$ cat src/rtl/writeback_arbiter_if.sv
// Shared writeback types and the AXI-Stream style handshake interface
// that carries them into the writeback arbiter.

package core;

    typedef logic [4:0]  addr_t;
    typedef logic [31:0] word_t;

    typedef struct packed {
        logic rd;
    } wb_ctrl_t;

    typedef struct packed {
        addr_t addr;
        word_t data;
    } wb_rd_t;

    typedef struct packed {
        wb_rd_t rd;
    } wb_data_t;

    typedef struct packed {
        wb_ctrl_t ctrl;
        wb_data_t data;
    } wb_t;

endpackage

interface axis;

    logic      tvalid;
    logic      tready;
    core::wb_t tdata;

    modport master (output tvalid, output tdata, input tready);
    modport slave  (input tvalid, input tdata, output tready);

endinterface

$ cat src/rtl/writeback_arbiter.sv
// Writeback arbiter: shares the single register-file write port between
// the integer pipeline (up0) and the long-latency unit (up1). Round-robin
// on contention, one beat accepted per cycle, registered output stage.

module writeback_arbiter (
    input  logic        clk,
    input  logic        reset,
    axis.slave          up0,
    axis.slave          up1,
    output logic        rd,
    output core::addr_t rd_addr,
    output core::word_t rd_data,
    output logic [1:0]  grant
);

    logic        last_r;
    logic        sel_valid_s;
    logic        sel_idx_s;
    core::wb_t   beat_s;
    logic        wen_s;
    logic        rd_r;
    core::addr_t rd_addr_r;
    core::word_t rd_data_r;
    logic [1:0]  grant_r;

    // Source selection from both tvalids and last; nothing is accepted in reset.
    always_comb begin
        sel_valid_s = 1'b0;
        sel_idx_s   = 1'b0;
        if (reset) begin
            sel_valid_s = 1'b0;
            sel_idx_s   = 1'b0;
        end else if (up0.tvalid && up1.tvalid) begin
            sel_valid_s = 1'b1;
            sel_idx_s   = ~last_r;
        end else if (up0.tvalid) begin
            sel_valid_s = 1'b1;
            sel_idx_s   = 1'b0;
        end else if (up1.tvalid) begin
            sel_valid_s = 1'b1;
            sel_idx_s   = 1'b1;
        end else begin
            sel_valid_s = 1'b0;
            sel_idx_s   = 1'b0;
        end
    end

    // Mux the selected beat and decide whether it actually writes a register.
    always_comb begin
        beat_s = up0.tdata;
        if (sel_idx_s) begin
            beat_s = up1.tdata;
        end else begin
            beat_s = up0.tdata;
        end
        wen_s = sel_valid_s && beat_s.ctrl.rd && (beat_s.data.rd.addr != 5'd0);
    end

    // tready depends only on the tvalids and last, never on tdata.
    assign up0.tready = sel_valid_s & ~sel_idx_s;
    assign up1.tready = sel_valid_s &  sel_idx_s;

    // Round-robin pointer: follows every handshake, source 0 wins first after reset.
    always_ff @(posedge clk or posedge reset) begin
        if (reset) begin
            last_r <= 1'b1;
        end else if (sel_valid_s) begin
            last_r <= sel_idx_s;
        end else begin
            last_r <= last_r;
        end
    end

    // Write strobe and grant pulse for exactly one cycle per enabled beat.
    always_ff @(posedge clk or posedge reset) begin
        if (reset) begin
            rd_r    <= 1'b0;
            grant_r <= 2'b00;
        end else if (wen_s) begin
            rd_r    <= 1'b1;
            grant_r <= sel_idx_s ? 2'b10 : 2'b01;
        end else begin
            rd_r    <= 1'b0;
            grant_r <= 2'b00;
        end
    end

    // Address/data only load on an enabled write and hold otherwise.
    always_ff @(posedge clk or posedge reset) begin
        if (reset) begin
            rd_addr_r <= 5'd0;
            rd_data_r <= 32'd0;
        end else if (wen_s) begin
            rd_addr_r <= beat_s.data.rd.addr;
            rd_data_r <= beat_s.data.rd.data;
        end else begin
            rd_addr_r <= rd_addr_r;
            rd_data_r <= rd_data_r;
        end
    end

    assign rd      = rd_r;
    assign rd_addr = rd_addr_r;
    assign rd_data = rd_data_r;
    assign grant   = grant_r;

endmodule

$ cat src/flat_wrapper.sv
// flat-port wrapper written by rule: the top's interface ports become plain ports
module writeback_arbiter_flat 
  (clk, reset, rd, rd_addr, rd_data, grant, up0_tvalid, up0_tdata, up0_tready, up1_tvalid, up1_tdata, up1_tready);
  axis up0_i ();
  axis up1_i ();
  input  logic clk;
  input  logic reset;
  output logic rd;
  output core::addr_t rd_addr;
  output core::word_t rd_data;
  output logic [1:0] grant;
  input wire logic [$bits(up0_i.tvalid)-1:0] up0_tvalid;
  input wire logic [$bits(up0_i.tdata)-1:0] up0_tdata;
  output wire logic [$bits(up0_i.tready)-1:0] up0_tready;
  input wire logic [$bits(up1_i.tvalid)-1:0] up1_tvalid;
  input wire logic [$bits(up1_i.tdata)-1:0] up1_tdata;
  output wire logic [$bits(up1_i.tready)-1:0] up1_tready;
  assign up0_i.tvalid = up0_tvalid;
  assign up0_i.tdata = up0_tdata;
  assign up0_tready = up0_i.tready;
  assign up1_i.tvalid = up1_tvalid;
  assign up1_i.tdata = up1_tdata;
  assign up1_tready = up1_i.tready;
  writeback_arbiter u_core (.clk(clk), .reset(reset), .up0(up0_i), .up1(up1_i), .rd(rd), .rd_addr(rd_addr), .rd_data(rd_data), .grant(grant));
endmodule
$ cat config.mk
export PLATFORM = sky130hd
export DESIGN_NAME = writeback_arbiter_flat
export DESIGN_NICKNAME = d
export VERILOG_FILES = /design/src/rtl/writeback_arbiter_if.sv /design/src/rtl/writeback_arbiter.sv /design/src/flat_wrapper.sv
export SDC_FILE = /design/constraint.sdc
export NUM_CORES = 1
export LEC_CHECK = 0
export ABC_AREA = 1
export CAP_MARGIN = 20
export CORE_MARGIN = 2
export CORE_UTILIZATION = 25
export CTS_CLUSTER_SIZE = 14
export DETAILED_ROUTE_END_ITERATION = 7
export PLACE_DENSITY = 0.56
export REMOVE_ABC_BUFFERS = 1
export SLEW_MARGIN = 15
export SYNTH_ARGS = -nofsm -noshare
export SYNTH_HDL_FRONTEND = slang
export SYNTH_SLANG_ARGS = --single-unit
$ cat constraint.sdc
create_clock -name clk -period 2.63 [get_ports clk]
set_clock_uncertainty 0.05 [all_clocks]
set_input_delay 0.263 -clock clk [delete_from_list [all_inputs] [get_ports clk]]
set_output_delay 0.263 -clock clk [all_outputs]
set_load 0.05 [all_outputs]
# Yosys cells after proc, flatten, opt, wreduce, memory -nomap -nowiden
# Index checks and enable logic that the tools add are counted.
dict set report totals {
  reg_bits 41
}
dict set report op_classes {
  mux 11
  bitwise 4
  reduce_logical 4
}
# cell count
set op_table {}
lappend op_table {{$mux 38} 1}
lappend op_table {{$mux 1} 8}
lappend op_table {{$reduce_bool 5->1} 1}
lappend op_table {{$mux 2} 2}
lappend op_table {{$logic_and 1x1->1} 3}
lappend op_table {{$and 1x1->1} 2}
lappend op_table {{$not 1->1} 2}

# Longest topological paths before layout
# Gate-level depths: netlist of the first run.
dict set report logic_depth {
  depth_word 8
  depth_mapped 11
}

# Worst setup path before layout of the first run
# No wires, ideal clock.
dict set report synth_path {
  path_kind {in2out}
  from {input reset}
  to {output up0_tready}
  t_arrival_ns 2.036
  required_time_ns 2.317
  path_slack_ns 0.281
  stages 6
  path_buffers 2
  path_cell_list {inv_2 -> nand3_4 -> buf_6 -> clkinv_1 -> buf_2 -> nor2_1}
}
dict set report synth_via {
  elab_chain_cells 3
  word_cells_on_any_way 4
  classes_between {mux (2); bitwise (2)}
}
# item line_no
set synth_lines {}
lappend synth_lines {{start, declared} flat_wrapper.sv:7} ;# input logic reset;
lappend synth_lines {{$mux 1} writeback_arbiter.sv:30} ;# if (reset) begin
lappend synth_lines {{$not 1->1} writeback_arbiter.sv:60} ;# assign up0.tready = sel_valid_s & ~sel_idx_s;
lappend synth_lines {{$and 1x1->1 (*)} writeback_arbiter.sv:60}
lappend synth_lines {{end, declared} flat_wrapper.sv:14} ;# output wire logic [$bits(up0_i.tready)-1:0] up0_tready;
# Every way passes the cells marked *; elsewhere a longest branch is shown, timed or not.

# Final worst setup path of the first run
dict set report layout_path {
  from {input up0_tvalid}
  to {register u_core.rd_data_r[24], in the netlist u_core.rd_data[24]}
}
dict set report layout_via {
  elab_chain_cells 6
  word_cells_on_any_way 11
  classes_between {mux (7); reduce/logical (4)}
}
# item line_no
set layout_lines {}
lappend layout_lines {{start, declared} flat_wrapper.sv:12} ;# input wire logic [$bits(up0_i.tvalid)-1:0] up0_tvalid;
lappend layout_lines {{$mux 1 or $logic_and 1x1->1 (tied branches)} {writeback_arbiter.sv:36, writeback_arbiter.sv:33}}
lappend layout_lines {{$mux 1} writeback_arbiter.sv:33} ;# end else if (up0.tvalid && up1.tvalid) begin
lappend layout_lines {{$mux 1} writeback_arbiter.sv:30}
lappend layout_lines {{$mux 38} writeback_arbiter.sv:51} ;# if (sel_idx_s) begin
lappend layout_lines {{$reduce_bool 5->1 or $logic_and 1x1->1 (tied branches)} writeback_arbiter.sv:56} ;# wen_s = sel_valid_s && beat_s.ctrl.rd && (beat_s.data.rd.addr != 5'd0);
lappend layout_lines {{$logic_and 1x1->1} writeback_arbiter.sv:56}
lappend layout_lines {{end signal, assigned} writeback_arbiter.sv:95} ;# rd_data_r <= beat_s.data.rd.data;
lappend layout_lines {{end signal, assigned} writeback_arbiter.sv:98} ;# rd_data_r <= rd_data_r;
lappend layout_lines {{end, declared} writeback_arbiter.sv:23} ;# core::word_t rd_data_r;
# Several ways; a longest one is shown, not always the timed one.
# A chain may end at the register's enable or synchronous reset.

==> results of run 1 <==
-- Yosys cell counts (all sizes together) --
library cell | number | area [µm²]
dfstp | 1 | 26.3
o21bai | 1 | 11.3
or2 | 1 | 6.26
clkbuf | 5 | 18.8
nand3 | 40 | 213
nor2 | 5 | 23.8
buf | 12 | 86.3
clkinv | 1 | 3.75
nand2 | 184 | 696
o21ai | 3 | 26.3
nand3b | 2 | 15.0
dfrtp | 40 | 1000
nand4 | 1 | 6.26
a21oi | 1 | 5.00
inv | 18 | 67.6
-- state kept, by name, summed over array words and instances (netlist names) --
signal,cells
u_core.rd_addr,5
u_core.last_r,1
u_core.grant,2
u_core.rd_data,32
u_core.rd,1
-- metal layers --
metal	track usage [%]	up-vias	routed length, µm	share of wire, %
met5	0	-	0	0
met4	3.21	0	59	0.94
met3	4.87	5	499	7.9
met2	22.2	77	2980	47
met1	16.1	998	2740	44
li1	-	1196	-	-
-- layout by cell type (no fill, tap or decap) --
cell             instances
nand2_1                182
clkdlybuf4s50_1        119
dfrtp_1                 40
nand3_1                 39
inv_1                   17
buf_4                    7
clkbuf_8                 6
nor2_1                   3
nand2_2                  2
o21ai_0                  2
nor2_2                   2
nand3b_1                 2
buf_12                   2
inv_2                    1
nand3_4                  1
nand4_1                  1
o21ai_4                  1
o21bai_4                 1
clkinv_1                 1
a21oi_1                  1
or2_2                    1
clkbuf_1                 1
bufinv_16                1
dfstp_2                  1
-- worst min-delay path by stage --
stage | from | end | cells after the start
CTS | u_core.rd_data[8]$_DFFE_PP0P_ | u_core.rd_data[8]$_DFFE_PP0P_ | 2
finish | u_core.rd_addr[1]$_DFFE_PP0P_ | u_core.rd_addr[1]$_DFFE_PP0P_ | 2
floorplan | reset | u_core.grant[0]$_DFF_PP0_ | 1
global route | u_core.rd_data[8]$_DFFE_PP0P_ | u_core.rd_data[8]$_DFFE_PP0P_ | 2
detailed placement | u_core.rd_data[21]$_DFFE_PP0P_ | u_core.rd_data[21]$_DFFE_PP0P_ | 2
global placement | u_core.rd_data[4]$_DFFE_PP0P_ | u_core.rd_data[4]$_DFFE_PP0P_ | 2
-- area by class of cell --
type,instances,share of cell area [%]
repair buffers,128,35.2
flip-flops and latches,41,28.2
multi-input cells,238,27.7
well taps,108,3.71
clock buffers,7,2.37
inverters,19,1.96
clock inverters,1,0.824
-- power groups by stage --
stage | Sequential, mW | Combinational (mW) | Clock (mW)
3_3_place_gp | 0.852 | 1.19 | 0
4_1_cts | 0.845 | 1.20 | 0.543
3_5_place_dp | 0.856 | 1.20 | 0
2_1_floorplan | 1.33 | 0.226 | 0
6_report | 0.843 | 1.19 | 0.525
5_1_grt | 0.862 | 1.26 | 0.569
-- cells by family (layout without fill, tap and decap cells) --
logic type      after synthesis  count (layout)  synth area share [%]
simple gates                233             233                  43.5
flops                        41              41                  46.6
buf+inv                      36             155                  8.00
compound gates                5               5                  1.93
-- critical path: stages --
cell	delay [ns]
clkdlybuf4s50_1	0.45
nand2_2	0.14
nand3_4	0.22
o21ai_0	0.26
nand2_1	0.14
inv_1	0.09
nand2_2	0.37
nand3_1	0.23
nand2_1	0.07
-- through the flow --
| stage | hold slack, ns | power [mW] |
|---|---|---|
| 2_1_floorplan | 0.230 | 1.56 |
| 3_3_place_gp | 0.403 | 2.05 |
| 3_5_place_dp | 0.410 | 2.05 |
| 4_1_cts | 0.427 | 2.59 |
| 5_1_grt | 0.455 | 2.69 |
| 6_report | 0.424 | 2.55 |
==> metrics.md, run 1 <==
| Metric | Value |
|---|---|
| Status | `finished clean` |
| P&R area growth vs syn | `65.2%` |
| Worst setup SP type | `input port` |
| Synth unique cells | `23` |
| YS warnings | `0` |
| FF-to-FF End | `u_core.rd_data[24]$_DFFE_PP0P_` |
| Die Span X | `97.9 µm` |
| Vias post-DR | `2276` |
| Finished Cell Area | `3640 µm²` |
| TNS Setup | `0 ns` |
| Drt wl/cell | `11.6 µm` |
| Number of hold buffers added after CTS | `0` |
| Worst-margin pin slew | `0.638 ns` |
| DP Wirelength | `4640 µm` |
| Clock slew at reported path FFs | `0.08 ns` |
| Starting Density | `25.5%` |
| Net Sw Frac | `40.9%` |
| Maximum VDD drop | `0.249 mV` |
| Max_slew headroom | `57.3%` |
| Final-report setup violation count | `0` |
| Post-route ant nets | `0` |
| Cell Area, Synth | `2210 µm²` |
| Minimum period implied by the final worst setup slack | `2.11 ns` |
| First-pass GRT wire length | `10200 µm` |
| Leak Pwr | `1.84 nW` |
| CP Capture Type | `register` |
| Register area | `1030 µm²` |
| Sequential share of the synthesized area | `46.6%` |
| Critical Path Start | `up0_tvalid` |
| Psw | `1.05 mW` |
| Reg power frac | `33.0%` |
| Crit share post-route | `80.3%` |
| Final Worst Setup Slack | `0.517 ns` |
| Number of diodes | `0` |
| Comb pwr share | `46.4%` |
| CTS tree | `built` |
| Clk Latency, worst-skew pair | `0.29 ns` |
| Total gr overflow | `0` |
| Fin. Hold Viols | `0` |
| Post-route DRC | `0` |
| Post-CTS sizing | `0` |
| Nets | `513` |
| Fin cells | `542` |
| Syn Area/Cell | `7.00 µm²` |
| CP endpoint | `u_core.rd_data[24]$_DFFE_PP0P_` |
| Clock Sinks | `41` |
| Core area | `8640 µm²` |
| Inserted Clock Buffers | `5` |
| GP Congestion | `0.688` |
| Post-CTS setup buffer count | `0` |
| WL final | `6280 µm` |
| Fmax | `473 MHz` |
| Area of the multi-input gates | `1010 µm²` |
| Port buffer count | `121` |
| Fraction of layout cells with a size suffix above 1 | `5.99%` |
| Worst slack at placement | `0.161 ns` |
| Final Core Density | `42.2%` |
| Clock share of power | `20.6%` |
| Slew Viols, Final | `0` |
| RSZ-0062 raised after global routing | `false` |
| DR vias/cell | `4.20` |
| Crit path max fanout | `35` |
| Post-Place Cells | `534` |
| Worst Hold Class | `reg2reg` |
| Max-cap violations | `0` |
| Largest net degree at the start of global routing | `42` |
| Power density over the cells | `701 nW/µm²` |
| Ports | `122` |
| R2R setup slack | `0.54 ns` |
| Synth Instances | `315` |
| Die Ht | `97.9 µm` |
| Number of synthesized register bits | `41` |
| Number of global-route vias before repair | `2135` |
| Filler cells | `888` |
| CP Class | `in2reg` |
| Pint | `1.51 mW` |
| Area after DPL | `3530 µm²` |
| Reg2reg start | `u_core.last_r$_DFFE_PP1N_` |
| Max Buffers Root-to-Sink | `2` |
| R2R depth | `9` |
| H-tree Lvls | `2` |
| Initial antenna violation count | `0` |
| Worst Path Arrival | `2.25 ns` |
| Required @ worst endpoint | `2.77 ns` |
| Initial DRC Count | `74` |
| Row count | `34` |
| Pre-antenna DRT Iters | `6` |
| Root Driver | `clkbuf_8` |
| Full die area | `9590 µm²` |
| GRT Util Overall | `13.2%` |
No activity file was read; power rests on OpenSTA's default activity.
==> run 2: changes to the inputs <==
Clock period 2.63 ns to 2 ns, I/O delays scaled along.
==> run 2 against run 1 <==
- worst setup slack worse by 0.43 ns
- routed wire length is 0.76% lower
- via count is 0.48% higher
- non-clock buffer count is 6 higher
- utilization is 1.2 points higher
- final cell count is 1.1% higher
- clock power is 29% higher
- first-iteration DRC count is 43% lower
- power is 32% higher
- hold slack worse by 0.12 ns
- clock-buffer cell count is 2 lower
- critical endpoint is now up1_tready
- largest power group unchanged
==> metrics.md, run 2 (synthesis results as in run 1) <==
| Metric | Value |
|---|---|
| Critical Path Start | `u_core.last_r$_DFFE_PP1N_` |
| Post-CTS setup buffer count | `0 (unchanged)` |
| Ports | `122 (unchanged)` |
| Core area | `8640 µm² (unchanged)` |
| Full die area | `9590 µm² (unchanged)` |
| Die Ht | `97.9 µm (unchanged)` |
| Largest net degree at the start of global routing | `36 (-14%)` |
| Slew Viols, Final | `0 (unchanged)` |
| Pre-antenna DRT Iters | `4 (-2)` |
| Max Buffers Root-to-Sink | `2 (unchanged)` |
| Required @ worst endpoint | `1.75 ns (-1.02 ns)` |
| Clock Sinks | `41 (unchanged)` |
| CP Class | `reg2out` |
| DP Wirelength | `4830 µm (+4.2%)` |
| Row count | `34 (unchanged)` |
| Power Total | `3.37 mW (+32%)` |
| DRT met1 WL | `2590 µm (-5.8%)` |
| Leading cell type in the layout, fill and taps excluded | `nand2_1` |
| Root Driver | `clkbuf_8` |
| Leak Pwr | `1.89 nW (+2.4%)` |
| Top routing layer in use | `met4` |
| Met2 WL | `3100 µm (+4.0%)` |
| Worst-margin pin slew | `0.533 ns (-0.104 ns)` |
| Worst Path Arrival | `1.67 ns (-0.58 ns)` |
| Fmax | `522 MHz` |
| Maximum VDD drop | `0.327 mV (+31%)` |
| CP Capture Type | `output pin` |
| Minimum period implied by the final worst setup slack | `1.92 ns` |
| CTS tree | `built` |
| Worst Hold Class | `in2async` |
| First-pass GRT wire length | `10300 µm (+0.54%)` |
| P&R area growth vs syn | `69.7%` |
| Die Span X | `97.9 µm (unchanged)` |
| Fraction of layout cells with a size suffix above 1 | `7.95% (+2.0 points)` |
| Final-report setup violation count | `0 (unchanged)` |
| Max_slew headroom | `64.3% (+7.0 points)` |
| Worst setup SP type | `register` |
| Number of diodes | `0 (unchanged)` |
| Most frequent cells in the layout | `182 x nand2_1, 119 x clkdlybuf4s50_1, 40 x dfrtp_1` |
| Clk Latency, worst-skew pair | `0.29 ns (about the same)` |
| Crit share post-route | `95.9%` |
| Number of global-route vias before repair | `2168 (+1.5%)` |
| Area after DPL | `3620 µm² (+2.7%)` |
| Number of hold buffers added after CTS | `0 (unchanged)` |
| Port buffer count | `121 (unchanged)` |
| Final Core Density | `43.3% (+1.2 points)` |
| Vias post-DR | `2287 (+0.48%)` |
| Inserted Clock Buffers | `5 (unchanged)` |
| Post-route DRC | `0 (unchanged)` |
| Drt wl/cell | `11.4 µm (-1.9%)` |
| Crit path max fanout | `25 (-29%)` |
| Status | `finished clean` |
| Power density over the cells | `900 nW/µm² (+28%)` |
| DR vias/cell | `4.17 (-0.62%)` |
| WL final | `6240 µm (-0.76%)` |
| Max-cap violations | `0 (unchanged)` |
| RSZ-0062 raised after global routing | `false` |
| Nets | `519 (+1.2%)` |
| Max FFs per register | `32 (unchanged)` |
| Post-route ant nets | `0 (unchanged)` |
| Initial DRC Count | `42 (-43%)` |
| Finished Cell Area | `3740 µm² (+2.7%)` |
| Metal3 WL | `511 µm (+2.4%)` |
| H-tree Lvls | `2 (unchanged)` |
| Initial antenna violation count | `0 (unchanged)` |
| GRT Util Overall | `13.2% (+0.045 points)` |
| Reg2reg start | `u_core.last_r$_DFFE_PP1N_` |
| Total gr overflow | `0 (unchanged)` |
| Clock slew at reported path FFs | `0.08 ns (about the same)` |
| GP Congestion | `0.727 (+5.8%)` |
| Starting Density | `25.5% (unchanged)` |
| Fin. Hold Viols | `0 (unchanged)` |
==> run 2: repair_timing <==
| action | 4_1_cts | 5_1_grt |
|---|---|---|
| hold endpoints to repair | 0 | 0 |
| gates resized for setup | 0 | 2 |
| setup endpoints to repair | 0 | 2 |
==> run 2: layer usage <==
layer / up-vias / GRT usage, %
met4: 0 / 3.21
met3: 4 / 5.01
met1: 998 / 15.3
met2: 69 / 23.2
met5: - / 0
li1: 1216 / -
==> run 2: worst max-delay path, stage by stage, from the launching register on <==
cell        delay (ns)
dfstp_2           0.56
nand2_2           0.10
nand3_4           0.16
clkinvlp_4        0.19
buf_12            0.19
buf_12            0.15
==> run 2: worst paths after layout <==
path | end | slack (ns) | cells after the start
setup / recovery | up1_tready | 0.08 | 5
hold / removal | u_core.rd_data[14]$_DFFE_PP0P_ | 0.30 | 3
setup reg to reg | u_core.rd_data[26]$_DFFE_PP0P_ | 0.24 | 9
hold reg to reg | u_core.rd_addr[1]$_DFFE_PP0P_ | 0.42 | 2
max in group asynchronous | u_core.grant[0]$_DFF_PP0_ | 1.31 | 3
min in group clk | u_core.rd_addr[1]$_DFFE_PP0P_ | 0.42 | 2
==> run 2: final cells by class <==
cell class / instances / area [µm²]
clock buffer: 5 / 68.8
clock inverter: 3 / 46.3
fill: 913 / 4890
inverter: 19 / 75.1
multi-input combinational: 238 / 1010
sequential: 41 / 1030
tap: 108 / 135
timing repair buffer: 134 / 1380
==> run 2: where the power goes <==
group	switching [mW]	internal [mW]	leakage, nW
clock	0.301	0.374	0.0543
sequential	0.0962	1.01	0.513
combinational	0.998	0.588	1.32
total	1.40	1.97	1.89
==> run 2: per-stage QoR <==
stage | setup TNS [ns] | hold slack, ns | setup slack [ns] | instances
finish | 0 | 0.300 | 0.0827 | 548
detailed placement | 0 | 0.407 | 0.00472 | 540
global placement | 0 | 0.402 | 0.0814 | 540
floorplan | -27.65 | 0.167 | -1.04 | 298
global route | 0 | 0.344 | 0.0116 | 548
CTS | 0 | 0.298 | 0.00542 | 548
==> run 3: changes to the inputs <==
Settings changed: ABC_CLOCK_PERIOD_IN_PS set to 2000.
==> results of run 3 <==
The final DEF is identical to that of run 2; final timing and power are the same.
==> RTL edit (flow settings as in run 2) <==
Make the reset (`reset`) synchronous in 3 clocked blocks.
--- a/src/rtl/writeback_arbiter.sv
+++ b/src/rtl/writeback_arbiter.sv
@@ -61,7 +61,7 @@
     assign up1.tready = sel_valid_s &  sel_idx_s;
 
     // Round-robin pointer: follows every handshake, source 0 wins first after reset.
-    always_ff @(posedge clk or posedge reset) begin
+    always_ff @(posedge clk) begin
         if (reset) begin
             last_r <= 1'b1;
         end else if (sel_valid_s) begin
@@ -72,7 +72,7 @@
     end
 
     // Write strobe and grant pulse for exactly one cycle per enabled beat.
-    always_ff @(posedge clk or posedge reset) begin
+    always_ff @(posedge clk) begin
         if (reset) begin
             rd_r    <= 1'b0;
             grant_r <= 2'b00;
@@ -86,7 +86,7 @@
     end
 
     // Address/data only load on an enabled write and hold otherwise.
-    always_ff @(posedge clk or posedge reset) begin
+    always_ff @(posedge clk) begin
         if (reset) begin
             rd_addr_r <= 5'd0;
             rd_data_r <= 32'd0;
Formal check against the unedited RTL: differs if reset is asserted again (counterexample within 4 cycles, from zero or initial values and one cycle with reset high); with reset held inactive, the same outputs for 10 cycles.
==> RTL edit against run 2 <==
Design area up 2.2%; sequential cell count stayed put; wire length grew 6.6%; setup slack better by 0.036 ns; total power shrank 27%; area after synthesis rose by 4.2%; global-route usage up 0.16 points; largest power group unchanged; highest routed layer unchanged.
==> RTL edit: results (changes against run 2) <==
status finished clean; CTS Buffer Depth 2 (unchanged); WL met3 423 um (-17%); DP Area 0.00372 mm^2 (+2.7%); Clock buf/inv share 2.65% (-0.43 points); Worst-Skew Late Latency 0.29 ns (about the same); worst min path class reg -> reg; critical path's slowest cell clkdlybuf4s50_1; crit path max fanout 15 (-40%); crit path DAT 1.63 ns (-0.04 ns); multi-input combinational area share 30.3% (+3.3 points); post_cts resized 0 (unchanged); layout cells sized above 1 9.73% (+1.8 points); Pre-Repair DR Iteration Count 4 (unchanged); max incr delay on CP 0.56 ns (about the same); vias in the first global route 2415 (+11%); GRT Overall Usage 13.4% (+0.16 points); largest net degree at the start of global routing 36 (unchanged); GP Congestion 0.717 (-1.4%); Signal buf overhead 37.1% (+0.26 points); Peak VDD IR 250 uV (-24%); FILL cells 949 (+3.9%); non-clock buffer count 141 (+5.2%); wire length on met2 3290 um (+6.1%); sequential area share after synthesis 35.7% (-11 points); Slew @ Worst Pin 0.536 ns (+0.00218 ns); met1 wire length 2880 um (+12%); Synth cell types 21 (-8.7%); first-pass GRT wire length 11000 um (+6.8%); Leak 1.89 nW (about the same); DP HPWL 4980 um (+2.9%); max reg flops 32 (unchanged); DR iter-0 viols 41 (-2.4%); Die Area 0.00998 mm^2 (+4.0%); Seq cells post-synth 41 (unchanged); clock root cell clkbuf_8; #MultiIn Comb 274 (+15%); port bufs 121 (unchanged); initial antenna violation count 0 (unchanged); critical path's top delay family buffers and inverters; top post-synthesis cells by area dfxtp_1 36%, nand2_1 24%, nor2_1 11%; sequential share of cell area 21.5% (-6.0 points); DR vias/cell 4.08 (-2.3%); yosys warns 0 (unchanged); final wirelength 6650 um (+6.6%); # Post-CTS Setup Buffers 0 (unchanged); nonclk inv count 50 (+31); dominant synthesized flop cell dfxtp_1; CTS buffer count 5 (unchanged); H-tree levels 2 (unchanged); # nets final 593 (+14%); Highest Signal Layer met4; top cell types by occurrence after synthesis 148 x nand2_1, 66 x nor2_1, 46 x inv_1, 41 x dfxtp_1, 38 x nand3_1; async set-reset flop share out of synthesis 0% (-100 points); area of the multi-input gates 0.00116 mm^2 (+14%); Worst-path clk slew 0.08 ns (about the same); clk_buf instances 7 (+2); # diodes 0 (unchanged)
==> RTL edit: cell count changes after synthesis, sizes merged <==
cell / change
inv: +31
nor2: +70
a21oi: +1
dfrtp: -40
nor3: +1
dfstp: -1
clkbuf: +1
dfxtp: +41
o21ai: -2
nand2: -33
nand4: -1
buf: +1
==> RTL edit: path summary, 6_finish.rpt <==
kind | start | end | slack, ns | cells after the start
worst max-delay path | up1_tvalid | up1_tready | 0.12 | 6
worst min register to register | u_core.rd_addr[1] | u_core.rd_addr[1] | 0.41 | 2
worst max register to register | u_core.last_r | u_core.rd_data[19] | 0.28 | 8
worst min-delay path | u_core.rd_addr[1] | u_core.rd_addr[1] | 0.41 | 2
==> RTL edit: power breakdown <==
group          internal, mW  switching [mW]
Clock                 0.312           0.282
Sequential            0.889          0.0373
Combinational         0.408           0.531
Total                  1.61           0.851
==> RTL edit: layer usage <==
| metal | up-vias | track usage [%] |
|---|---|---|
| met3 | 2 | 2.99 |
| met4 | 0 | 3.48 |
| met5 | - | 0 |
| li1 | 1389 | - |
| met2 | 68 | 24.4 |
| met1 | 1078 | 15.9 |
==> RTL edit: metrics by stage <==
| step | power, mW | instances | worst slack, ns | setup TNS (ns) |
|---|---|---|---|---|
| after CTS | 2.50 | 622 | 0.0864 | 0 |
| after global routing | 2.60 | 622 | 0.00329 | 0 |
| final | 2.46 | 622 | 0.119 | 0 |
| after detailed placement | 1.90 | 614 | -0.132 | -3.85 |
| after global placement | 1.89 | 614 | -0.0840 | -2.65 |
| after floorplan | 1.47 | 365 | -0.236 | -7.55 |
==> RTL edit: kinds of logic (layout without fill, tap and decap cells) <==
group                  count (synthesis)  after routing  synth area share [%]
and+or+nand+nor                      270            270                  48.8
AOI/OAI and AO/OA                      4              4                  1.47
DFF                                   41             41                  35.7
buffers and inverters                 69            199                  14.0
